===== config.mk =====
export PLATFORM = sky130hd
export DESIGN_NAME = uart_rx_core
export DESIGN_NICKNAME = d
export VERILOG_FILES = /design/src/rtl/uart_pkg.sv /design/src/rtl/uart_tick_gen.sv /design/src/rtl/uart_rx_core.sv
export SDC_FILE = /design/constraint.sdc
export NUM_CORES = 1
export LEC_CHECK = 0
export BUFFER_PORTS_ARGS = -buffer_cell sky130_fd_sc_hd__buf_2
export CAP_MARGIN = 20
export CORE_MARGIN = 1.5
export CORE_UTILIZATION = 55
export CTS_CLUSTER_SIZE = 28
export DETAILED_ROUTE_END_ITERATION = 8
export PLACE_DENSITY_LB_ADDON = 0.12
export SYNTH_ARGS = -nofsm -noshare
export SYNTH_HDL_FRONTEND = slang
export SYNTH_HIERARCHICAL = 1
export SYNTH_SLANG_ARGS = --single-unit

===== constraint.sdc =====
create_clock -name clk -period 6.2 [get_ports clk]
set_input_delay 1.24 -clock clk [delete_from_list [all_inputs] [get_ports clk]]
set_output_delay 1.24 -clock clk [all_outputs]
set_load 0.02 [all_outputs]

===== src/rtl/uart_pkg.sv =====
// Shared types and constants for the UART blocks: receiver state encoding,
// oversampling constants and the 3-sample majority vote.
package uart_pkg;

    typedef enum logic [2:0] {
        ST_ARM,
        ST_IDLE,
        ST_START,
        ST_DATA,
        ST_PARITY,
        ST_STOP
    } rx_state_t;

    localparam int OVERSAMPLE = 16;

    localparam logic [3:0] SAMPLE_A = 4'd7;
    localparam logic [3:0] SAMPLE_B = 4'd8;
    localparam logic [3:0] SAMPLE_C = 4'd9;

    function automatic logic majority3(input logic a, input logic b, input logic c);
        return (a & b) | (a & c) | (b & c);
    endfunction

endpackage


===== src/rtl/uart_tick_gen.sv =====
// Oversample tick generator: one-cycle tick every CLKS_PER_TICK clocks,
// restartable with clear so the tick phase can follow an external event.
module uart_tick_gen #(
    parameter int CLKS_PER_TICK = 54
) (
    input  logic clk,
    input  logic rst_n,
    input  logic clear,
    output logic tick
);
    localparam int CW = (CLKS_PER_TICK > 1) ? $clog2(CLKS_PER_TICK) : 1;
    localparam logic [CW-1:0] RELOAD = CW'(CLKS_PER_TICK - 1);

    logic [CW-1:0] cnt;

    // Down-counter: the terminal count at zero is the tick.
    always_ff @(posedge clk or negedge rst_n) begin
        if (!rst_n) begin
            cnt <= RELOAD;
        end else if (clear || (cnt == '0)) begin
            cnt <= RELOAD;
        end else begin
            cnt <= cnt - 1'b1;
        end
    end

    assign tick = (cnt == '0) && !clear;

endmodule


===== src/rtl/uart_rx_core.sv =====
// 8N1 UART receiver with 16x oversampling, majority-vote bit decisions and a
// one-entry valid/ready output. Define UART_RX_PARITY_EN for an even-parity bit.
module uart_rx_core #(
    parameter int CLKS_PER_TICK = 54,
    parameter int OVERSAMPLE    = uart_pkg::OVERSAMPLE,
    parameter int DATA_BITS     = 8
) (
    input  logic                 clk,
    input  logic                 rst_n,
    input  logic                 rxd,
    output logic [DATA_BITS-1:0] rx_data,
    output logic                 rx_valid,
    input  logic                 rx_ready,
    output logic                 frame_err,
    output logic                 overrun,
`ifdef UART_RX_PARITY_EN
    output logic                 parity_err,
`endif
    output logic                 busy
);
    import uart_pkg::*;

    // state  | meaning
    // ARM    | after reset, wait for an idle-high line
    // IDLE   | wait for a falling edge on rxd_s
    // START  | validate the start bit (high vote = false start)
    // DATA   | shift in data bits, LSB first
    // PARITY | check even parity over data + parity bit
    // STOP   | check stop bit, deliver or drop the byte

    localparam int BW = (DATA_BITS > 1) ? $clog2(DATA_BITS) : 1;
    localparam logic [BW-1:0] LAST_BIT  = BW'(DATA_BITS - 1);
    localparam logic [3:0]    SCNT_WRAP = 4'(OVERSAMPLE - 1);

    rx_state_t            state;
    logic                 sync_1, rxd_s;
    logic                 tick, tick_clear;
    logic [3:0]           scnt, scnt_nxt;
    logic                 samp_a, samp_b, vote;
    logic                 at_a, at_b, at_c, at_wrap;
    logic [BW-1:0]        bit_idx;
    logic [DATA_BITS-1:0] shreg;
`ifdef UART_RX_PARITY_EN
    logic                 par_bad;
`endif

    always_ff @(posedge clk or negedge rst_n) begin
        if (!rst_n) begin
            sync_1 <= 1'b1;
            rxd_s  <= 1'b1;
        end else begin
            sync_1 <= rxd;
            rxd_s  <= sync_1;
        end
    end

    assign tick_clear = (state == ST_IDLE) && !rxd_s;

    uart_tick_gen #(
        .CLKS_PER_TICK(CLKS_PER_TICK)
    ) u_tick_gen (
        .clk  (clk),
        .rst_n(rst_n),
        .clear(tick_clear),
        .tick (tick)
    );

    // Sample points are named by the scnt value the tick advances into.
    assign scnt_nxt = scnt + 4'd1;
    assign at_a     = tick && (scnt_nxt == SAMPLE_A);
    assign at_b     = tick && (scnt_nxt == SAMPLE_B);
    assign at_c     = tick && (scnt_nxt == SAMPLE_C);
    assign at_wrap  = tick && (scnt == SCNT_WRAP);
    assign vote     = majority3(samp_a, samp_b, rxd_s);

    always_ff @(posedge clk or negedge rst_n) begin
        if (!rst_n) begin
            state     <= ST_ARM;
            scnt      <= 4'd0;
            samp_a    <= 1'b1;
            samp_b    <= 1'b1;
            bit_idx   <= '0;
            shreg     <= '0;
            rx_data   <= '0;
            rx_valid  <= 1'b0;
            frame_err <= 1'b0;
            overrun   <= 1'b0;
            busy      <= 1'b0;
`ifdef UART_RX_PARITY_EN
            parity_err <= 1'b0;
            par_bad    <= 1'b0;
`endif
        end else begin
            frame_err <= 1'b0;
            overrun   <= 1'b0;
`ifdef UART_RX_PARITY_EN
            parity_err <= 1'b0;
`endif
            if (rx_ready) rx_valid <= 1'b0;
            if (tick) scnt <= scnt_nxt;
            if (at_a) samp_a <= rxd_s;
            if (at_b) samp_b <= rxd_s;

            case (state)
                ST_ARM: begin
                    if (rxd_s) state <= ST_IDLE;
                end
                ST_IDLE: begin
                    if (!rxd_s) begin
                        state <= ST_START;
                        scnt  <= 4'd0;
                        busy  <= 1'b1;
                    end
                end
                ST_START: begin
                    if (at_c && vote) begin
                        state <= ST_IDLE;
                        busy  <= 1'b0;
                    end else if (at_wrap) begin
                        state   <= ST_DATA;
                        bit_idx <= '0;
                    end
                end
                ST_DATA: begin
                    if (at_c) shreg <= {vote, shreg[DATA_BITS-1:1]};
                    if (at_wrap) begin
                        if (bit_idx == LAST_BIT) begin
`ifdef UART_RX_PARITY_EN
                            state <= ST_PARITY;
`else
                            state <= ST_STOP;
`endif
                        end else begin
                            bit_idx <= bit_idx + 1'b1;
                        end
                    end
                end
`ifdef UART_RX_PARITY_EN
                ST_PARITY: begin
                    if (at_c) par_bad <= (^shreg) ^ vote;
                    if (at_wrap) state <= ST_STOP;
                end
`endif
                ST_STOP: begin
                    // Leave at the vote so a back-to-back start edge is not missed.
                    if (at_c) begin
                        state <= ST_IDLE;
                        busy  <= 1'b0;
                        if (!vote) begin
                            frame_err <= 1'b1;
`ifdef UART_RX_PARITY_EN
                        end else if (par_bad) begin
                            parity_err <= 1'b1;
`endif
                        end else if (rx_valid && !rx_ready) begin
                            overrun <= 1'b1;
                        end else begin
                            rx_data  <= shreg;
                            rx_valid <= 1'b1;
                        end
                    end
                end
                default: begin
                    state <= ST_ARM;
                    busy  <= 1'b0;
                end
            endcase
        end
    end

endmodule


==> metrics, run 1 <==
clock sink total 40; Seq pwr share 53.2%; internal power around 0.00044 W; met2 usage 27.28%; Initial Util 57.92%; die width ~63 µm; syn avg cell area 11.88 µm²; FMAX 0.2986 GHz; measured slew at the worst slew-check pin 1.003 ns; layout cells sized above 1 32.42%; R2R Setup Slk 2.85 ns; met3 usage roughly 3.4%; Relative slew margins 32.98%; post-route clock period utilization 54.01%; count leader, synth dfrtp_1; max cap viols 0; largest net degree at the start of global routing 41; Final nets a little under 200; Synth Flop Type dfrtp_1; IO buf count 15; Critical R2R Capture shreg[0]; gr usage total 17.10%; floorplan row count 21; Slowest-stage cell, CP nor3b_1; Via density between 5 and 6; total placed cells including tap cells 220; Post CTS Setup Buffer Count 0; WL final between 3000 and 4000 µm; Ports 16; n_diodes 0; full die area a little under 4000 µm²; DR vias 1250; switching power 0.0001796 W; Sw Share 29.04%; RSZ-0062 raised after global routing false; IR drop worst, VDD 0.1727 mV; grt total ovfl 0; Syn Nets about 180; Critical Path RT 6.45 ns; Worst Setup EP shreg[0]; Clock Power Share 28.1%; DRT Pass-1 Iters 4; Post-Layout Cell Count 228; Core Util, Final a little under two thirds; grt met1 use 23.10%; CORE AREA 3363 µm²; TritonCTS clock tree done; Die Ht 62.52 µm; crit path from state[0]; GR peak layer met2; setup ws final 2.851 ns; Final min period 3.349 ns; largest cells by area after synthesis dfrtp_1, dfstp_2, mux2_2, mux2_4, ha_1; max-slew violations 0; Logic pwr share 18.7%; leakage 1.035 nW; area grow syn2layout 9.634%; Syn Std Cell Area 1948 µm²; Root Buffer Master clkbuf_4; sequential share of the synthesized area 51.89%; vias in the first global route 1159; CP Data Arrival Time approximately 3.6 ns; Startpoint Class flip-flop; GP Congestion 0.8177; clock skew 0.01357 ns; Post-synth top cells dfrtp_1, nand2_1, nor2_1; Post-synth EDFFs 0; Yosys reg bits 40; drt initial violations 41; CP Class reg -> reg; P per Cell Area 289.6 nW/µm²; CTS Buf Count 5; Hold Vio Cnt, Final 0; Post-DP HPWL 2218 µm; Setup TNS 0 ns; Hold/Removal Path Class reg -> reg; critical-path cell list nor2b_1 > nor3b_1 > and3b_1 > nand4_1 > a21oi_2 > nor2_2 > or3_1 > mux2_4; Clock transition at path regs 0.13 ns; yosys warns 6; Yosys top cell by area dfrtp_1; reg2reg start state[0]; Wirelength per Cell roughly 13 µm; drt drc 0; hold buffers post-CTS 0; Reg2Reg Depth 8; CTS-repair resized insts 0; DP Worst Slack 2.880 ns; Final Power 0.0006185 W; first-pass GRT wire length approximately 5300 µm; kind of end point of the critical path flip-flop; post-synth cell types 45; H-tree levels 2; initial antenna violation count 0; Antenna Violating Nets Remaining 0; crit-path max cell delay roughly 0.84 ns; status complete, no violations; ys async rst share 100.0%; final setup fails 0; cell count after synthesis roughly 160; clock latency on the worst-skew pair 0.34 ns; Clock Path Buffers 2; Synth top area share about two fifths; crit-path max FO 9
[logic make-up after synthesis]
family	after synthesis	synth area share, %
compound gates	21	7.643
mux	20	13.04
flops	40	51.89
buf+inv	12	2.826
fa+ha+maj	9	5.652
xor+xnor	6	2.698
simple gates	56	16.25
[layer usage]
layer  vias up  share of wire, %  wire length (µm)
li1        609                 -                 -
met1       614                47              1420
met2        25                49              1502
met3         2               3.2                96
met4         0              0.63                19
met5         -                 0                 0
[flip-flops by register name, summed over array words and instances (netlist names)]
name,cells
bit_idx,3
busy,1
frame_err,1
overrun,1
rx_data,8
rx_valid,1
rxd_s,1
samp_a,1
samp_b,1
scnt,4
shreg,8
state,3
sync_1,1
u_tick_gen/cnt,6
[stage by stage]
step | hold slack [ns] | area [µm²]
floorplan | 0.3452 | 1948
global placement | 0.3475 | 2052
detailed placement | 0.3494 | 2052
CTS | 0.3675 | 2136
global route | 0.3693 | 2136
finish | 0.3653 | 2136
[worst max-delay path, delay by kind of cell (launching register included)]
kind	cells	cell delay [ns]
AOI/OAI and AO/OA	1	0.05
and+or+nand+nor	6	2.37
muxes	1	0.34
DFF	1	0.49
[layout by cell type, fill, tap and decap left out, types with 2 or more instances in the layout]
| master | n |
|---|---|
| ha_1 | 8 |
| o21ai_0 | 5 |
| buf_2 | 15 |
| a21oi_2 | 2 |
| nor3_1 | 6 |
| nand4_1 | 3 |
| xor2_1 | 3 |
| xnor2_1 | 3 |
| inv_1 | 7 |
| nor2_1 | 12 |
| and2_1 | 2 |
| clkbuf_4 | 5 |
| nand2_1 | 15 |
| mux2_2 | 11 |
| a22o_1 | 4 |
| a21oi_1 | 2 |
| mux2_4 | 8 |
| dfrtp_1 | 32 |
| dfstp_2 | 8 |
| nor2b_1 | 2 |
| nor3b_1 | 2 |
| a31oi_1 | 2 |
[area by class of cell]
type                       instances  area, µm²
timing repair buffer              15      75.07
clock inverter                     3      46.29
fill                             292       1227
tap                               46      57.56
inverter                           7      26.28
sequential                        40       1011
clock buffer                       5      37.54
multi-input combinational        112      882.1
[power groups by stage]
stage               Sequential [W]  Combinational, W  Clock, W
global route              0.000334          0.000132  0.000191
CTS                       0.000329          0.000116  0.000180
finish                    0.000329          0.000116  0.000174
floorplan                 0.000322          0.000102         0
global placement          0.000331          0.000113         0
detailed placement        0.000333          0.000115         0
[how the worst min path moves through the flow]
| stage | start | end | cells after the start |
|---|---|---|---|
| after global placement | sync_1 | rxd_s | 0 |
| after global routing | sync_1 | rxd_s | 0 |
| final | sync_1 | rxd_s | 0 |
| after floorplan | sync_1 | rxd_s | 0 |
| after CTS | sync_1 | rxd_s | 0 |
| after detailed placement | sync_1 | rxd_s | 0 |
No activity file was read; power rests on OpenSTA's default activity.
==> inputs of run 2 (changes only) <==
CORE_UTILIZATION = 53   (was 55)
clock period = 2.9 ns   (was 6.2 ns; I/O delays follow)
==> run 2 against run 1 <==
  * Clock skew decreased by 0.0058 ns
  * Clock power rose to 2.7 times the previous value
  * Utilization rose by 0.51 points
  * Largest cell class unchanged
  * Register-to-register slack worse by 2.6 ns
  * Power increased by 130%
  * Largest power group unchanged
  * Clock-buffer cell count grew 1
==> metrics, run 2 (same netlist as run 1, synthesis figures left out) <==
CTS-repair resized insts 0; H-tree levels 2; area grow syn2layout 13.10%; first-pass GRT wire length 5837 µm; grt total ovfl 0; gr usage total 19.02%; max-slew violations 0; CTS Buf Count 5; hold buffers post-CTS 0; design area about 2200 µm²; kind of end point of the critical path flip-flop; status complete, no violations; Clock transition at path regs 0.08 ns; Clock Power Share between 30% and 40%; FMAX between 0.3 and 0.4 GHz; layout cells sized above 1 around a third; DRT Pass-1 Iters 4; GP Congestion 0.8294; Post CTS Setup Buffer Count 0; drt drc 0; CP Class reg -> reg; Sw Share 27.78%; Clock Path Buffers 2; most common cell after layout, fill and taps aside dfrtp_1; crit-path max FO 9; Ports 16; drt initial violations 40; Setup TNS 0 ns; Relative slew margins 44.39%; Critical Path RT about 3 ns; leakage 1.073 nW; Die Ht 63.63 µm; measured slew at the worst slew-check pin 0.8342 ns; commonest non-fill, non-tap cells in the layout dfrtp_1, nand2_1, buf_2, nor2_1, mux2_2; hold path cells 0; floorplan row count 21; Post-DP HPWL 2407 µm; full die area slightly above 4000 µm²; largest net degree at the start of global routing ~40; Hold Vio Cnt, Final 0; max cap viols 0; IR drop worst, VDD about 0.40 mV; n_diodes 0; Reg2Reg Depth 8; Seq pwr share about half; Final nets 197; clock sink total 40; DR vias approximately 1300; Core Util, Final 64.01%; clock skew ~0.0077 ns; Logic pwr share 17.9%; Initial Util 56.60%; IO buf count 15; CORE AREA between 3000 and 4000 µm²; Via density ~5.5; Final min period 2.609 ns; CP Data Arrival Time 2.79 ns; WL final 3298 µm; clock latency on the worst-skew pair 0.29 ns; vias in the first global route 1299; final setup fails 0; post-route clock period utilization about nine tenths; Root Buffer Master clkbuf_8; switching power 0.0004002 W; TritonCTS clock tree done; Hold/Removal Path Class reg -> reg; initial antenna violation count 0; Startpoint Class flip-flop; RSZ-0062 raised after global routing false; die width roughly 64 µm; internal power 0.001040 W; P per Cell Area 653.8 nW/µm²; Wirelength per Cell 14.22 µm; placed cell areas 2082 µm²; R2R Setup Slk 0.29 ns; Antenna Violating Nets Remaining 0; top flop regs rx_data: 8 flops, shreg: 8 flops, u_tick_gen/cnt: 6 flops
run 2: final cells by class:
class                      instances  area [µm²]
clock buffer                       6       82.58
clock inverter                     2       38.79
fill                             287        1239
inverter                           7       26.28
multi-input combinational        112       882.1
sequential                        40        1011
tap                               46       57.56
timing repair buffer              19       105.1
run 2: worst max-delay path, stage by stage (launching register included):
cell and delay (ns):
dfrtp_1 0.47, nor2b_1 0.21, nor3b_1 0.17, and3b_1 0.36, nand4_1 0.14, a21oi_2 0.16, nor2_2 0.06, or3_1 0.56
mux2_4 0.37
run 2: final timing paths:
check / startpoint / end
setup / recovery: state[0] / shreg[5]
hold / removal: sync_1 / rxd_s
setup reg to reg: state[0] / shreg[5]
hold reg to reg: sync_1 / rxd_s
max in group asynchronous: rst_n / scnt[3]
min in group asynchronous: rst_n / frame_err
run 2: routing by layer:
metal  share of wire [%]  track usage (%)  vias up
li1                    -                -      617
met1                  45            22.74      637
met2                  50            31.18       20
met3                 3.6            6.429        8
met4                 1.7            8.152        0
met5                   0                0        -
run 2: power by group through the flow:
| stage | Sequential (W) | Combinational, W | Clock (W) |
|---|---|---|---|
| after global routing | 0.000716 | 0.000293 | 0.000519 |
| after detailed placement | 0.000716 | 0.000260 | 0 |
| final | 0.000705 | 0.000258 | 0.000478 |
| after floorplan | 0.000688 | 0.000217 | 0 |
| after CTS | 0.000705 | 0.000262 | 0.000485 |
| after global placement | 0.000708 | 0.000248 | 0 |
run 2: metrics by stage:
stage,power (W),setup WS [ns],hold slack [ns],std cells
after detailed placement,0.0009756,0.3094,0.3496,224
final,0.001441,0.2910,0.3590,232
after CTS,0.001452,0.2881,0.3605,232
after floorplan,0.0009054,0.03601,0.2844,164
after global placement,0.0009566,0.3972,0.3473,224
after global routing,0.001528,0.1391,0.3668,232
==> inputs of run 3 (changes only) <==
SYNTH_HIERARCHICAL = not set   (was 1)
==> run 3 against run 2 <==
  * Synthesized area up 2.5%
  * Non-clock buffer count fell by 1
  * Sequential power is 2% higher
  * Wire length rose by 13%
  * Critical path type unchanged
  * Highest routed layer unchanged
  * Synthesized cell count up 11%
  * Largest power group unchanged
  * Largest cell class unchanged
==> metrics, run 3 <==
status complete, no violations; switching power 0.0004387 W; H-tree levels 2; Relative slew margins a little over two fifths; ys async rst share 100.0%; post-route clock period utilization roughly nine tenths; measured slew at the worst slew-check pin 0.8620 ns; yosys warns 0; Post-DP HPWL around 2600 µm; crit-path max FO 8; IO buf count 15; max-slew violations 0; count leader, synth dfrtp_1; gr usage total about a fifth; commonest non-fill, non-tap cells in the layout dfrtp_1, mux2_2, buf_2, nor2_1, nand2_1; syn avg cell area 10.97 µm²; Syn Nets 193; CORE AREA 3633 µm²; full die area 4145 µm²; Post-synth top cells dfrtp_1, mux2_2, nor2_1; cell count after synthesis 182; clock sink total 40; post-synth cell types 44; Synth Flop Type dfrtp_1; first-pass GRT wire length between 6000 and 7000 µm; sequential share of the synthesized area 50.63%; area grow syn2layout 10.71%; total placed cells including tap cells 241; Post-synth EDFFs 0; largest cells by area after synthesis dfrtp_1, dfstp_2, mux2_2, ha_1, nor2_1; Logic pwr share 20.9%; grt total ovfl 0; Syn Std Cell Area roughly 2000 µm²; Antenna Violating Nets Remaining 0; leakage 1.028 nW; vias in the first global route 1378; Critical Path RT 3.08 ns; met1 WL 1760 µm; R2R Setup Slk slightly above 0.3 ns; top flop regs rx_data: 8 flops, shreg: 8 flops, u_tick_gen.cnt: 6 flops; DRT Pass-1 Iters 4; met3 WL 167 µm; Clock transition at path regs roughly 0.070 ns; Top Metal Used met4; kind of end point of the critical path flip-flop; DR vias 1434; Post CTS Setup Buffer Count 0; CTS Buf Count 5; CP Class reg -> reg; critical-path cell list or3_1 > or4_1 > a2111oi_4 > buf_4 > mux2_2; hold_sp sync_1; Critical R2R Capture shreg[2]; CP Data Arrival Time between 2 and 3 ns; Sw Share 32.31%; clock skew around 0.0057 ns; hold buffers post-CTS 0; Ports 16; CTS-repair resized insts 0; Initial Util about 55%; IR drop worst, VDD 0.3713 mV; critical path's top delay family simple AND/OR/NAND/NOR gates; Hold Vio Cnt, Final 0; n_diodes 0; P per Cell Area between 600 and 700 nW/µm²; internal power 0.0009194 W; TritonCTS clock tree done; Via density 5.759; max cap viols 0; initial antenna violation count 0; crit path buf inv count 1; Post-Layout Cell Count 249; Hold/Removal Path Class reg -> reg; layout cells sized above 1 between 20% and 30%; Final min period 2.591 ns; WL final 3724 µm; Clock Power Share 26.4%; Startpoint Class flip-flop; die width 64.38 µm; reg2reg start u_tick_gen.cnt[3]; FMAX 0.3859 GHz; Worst Hold End rxd_s; Wirelength per Cell between 10 and 15 µm; Setup TNS 0 ns; Met2 Routed Length 1716 µm; Synth top area share between 40% and 50%; Root Buffer Master clkbuf_8; clock latency on the worst-skew pair 0.30 ns; Yosys top cell by area dfrtp_1; Die Ht 64.38 µm; Clock Path Buffers 2; Seq pwr share a little over half; drt initial violations 61; floorplan row count 22; GP Congestion 0.8106; Final nets 211; most common cell after layout, fill and taps aside dfrtp_1; RSZ-0062 raised after global routing false; crit-path max cell delay 0.68 ns; final setup fails 0; Reg2Reg Depth 5; Slowest-stage cell, CP or4_1; hold path cells 0; drt drc 0; largest net degree at the start of global routing a little over 40; Yosys reg bits 40
run 3: worst max path at each step:
stage	from	end	slack, ns	cells after the start
after global placement	scnt[1]	shreg[3]	0.37	6
after CTS	u_tick_gen.cnt[3]	shreg[6]	0.31	5
after global routing	u_tick_gen.cnt[1]	rx_data[6]	0.18	6
after floorplan	u_tick_gen.cnt[3]	shreg[0]	0.37	6
after detailed placement	u_tick_gen.cnt[3]	shreg[4]	0.32	5
final	u_tick_gen.cnt[3]	shreg[2]	0.31	5
run 3: logic make-up (layout without fill, tap and decap cells):
group,count (synthesis),after routing,synth area share (%)
AOI/OAI and AO/OA,33,33,12.22
xor gates and xnor gates,6,6,2.632
adders and majority gates,8,8,4.887
buffers and inverters,16,35,3.132
DFF,40,40,50.63
muxes,18,18,10.15
and+or+nand+nor,61,61,16.35
run 3: through the flow:
| step | hold slack, ns | power [W] | setup slack, ns | util [%] | instance area, µm² |
|---|---|---|---|---|---|
| 2_1_floorplan | 0.2844 | 0.0009199 | 0.3657 | - | 1997 |
| 4_1_cts | 0.3577 | 0.001366 | 0.3111 | 60.85 | 2211 |
| 6_report | 0.3578 | 0.001358 | 0.3086 | 60.85 | 2211 |
| 3_5_place_dp | 0.3468 | 0.001004 | 0.3193 | 58.51 | 2126 |
| 5_1_grt | 0.3663 | 0.001437 | 0.1823 | 60.85 | 2211 |
| 3_3_place_gp | 0.3473 | 0.0009889 | 0.3693 | 58.51 | 2126 |
run 3: cell type report:
type / instances / area, µm²
fill: 315 / 1423
clock buffer: 6 / 72.57
timing repair buffer: 18 / 97.59
tap: 48 / 60.06
multi-input combinational: 126 / 923.4
sequential: 40 / 1011
clock inverter: 2 / 12.51
inverter: 9 / 33.78
run 3: routing by layer:
metal / global-route usage, % / vias to the layer above
met2: 30.99 / 39
met1: 27.35 / 694
met3: 4.754 / 7
met4: 11.17 / 0
met5: 0 / -
li1: - / 694
run 3: power groups by stage:
stage               logic [W]  registers [W]  clock network [W]
floorplan            0.000230       0.000690                  0
global placement     0.000270       0.000719                  0
detailed placement   0.000282       0.000722                  0
CTS                  0.000284       0.000713           0.000369
global route         0.000319       0.000726           0.000393
finish               0.000283       0.000716           0.000359
run 3: worst reg2reg max path, stage by stage (launching register included):
cell       delay (ns)
dfrtp_1          0.42
or3_1            0.49
or4_1            0.68
a2111oi_4        0.33
buf_4            0.22
mux2_2           0.35
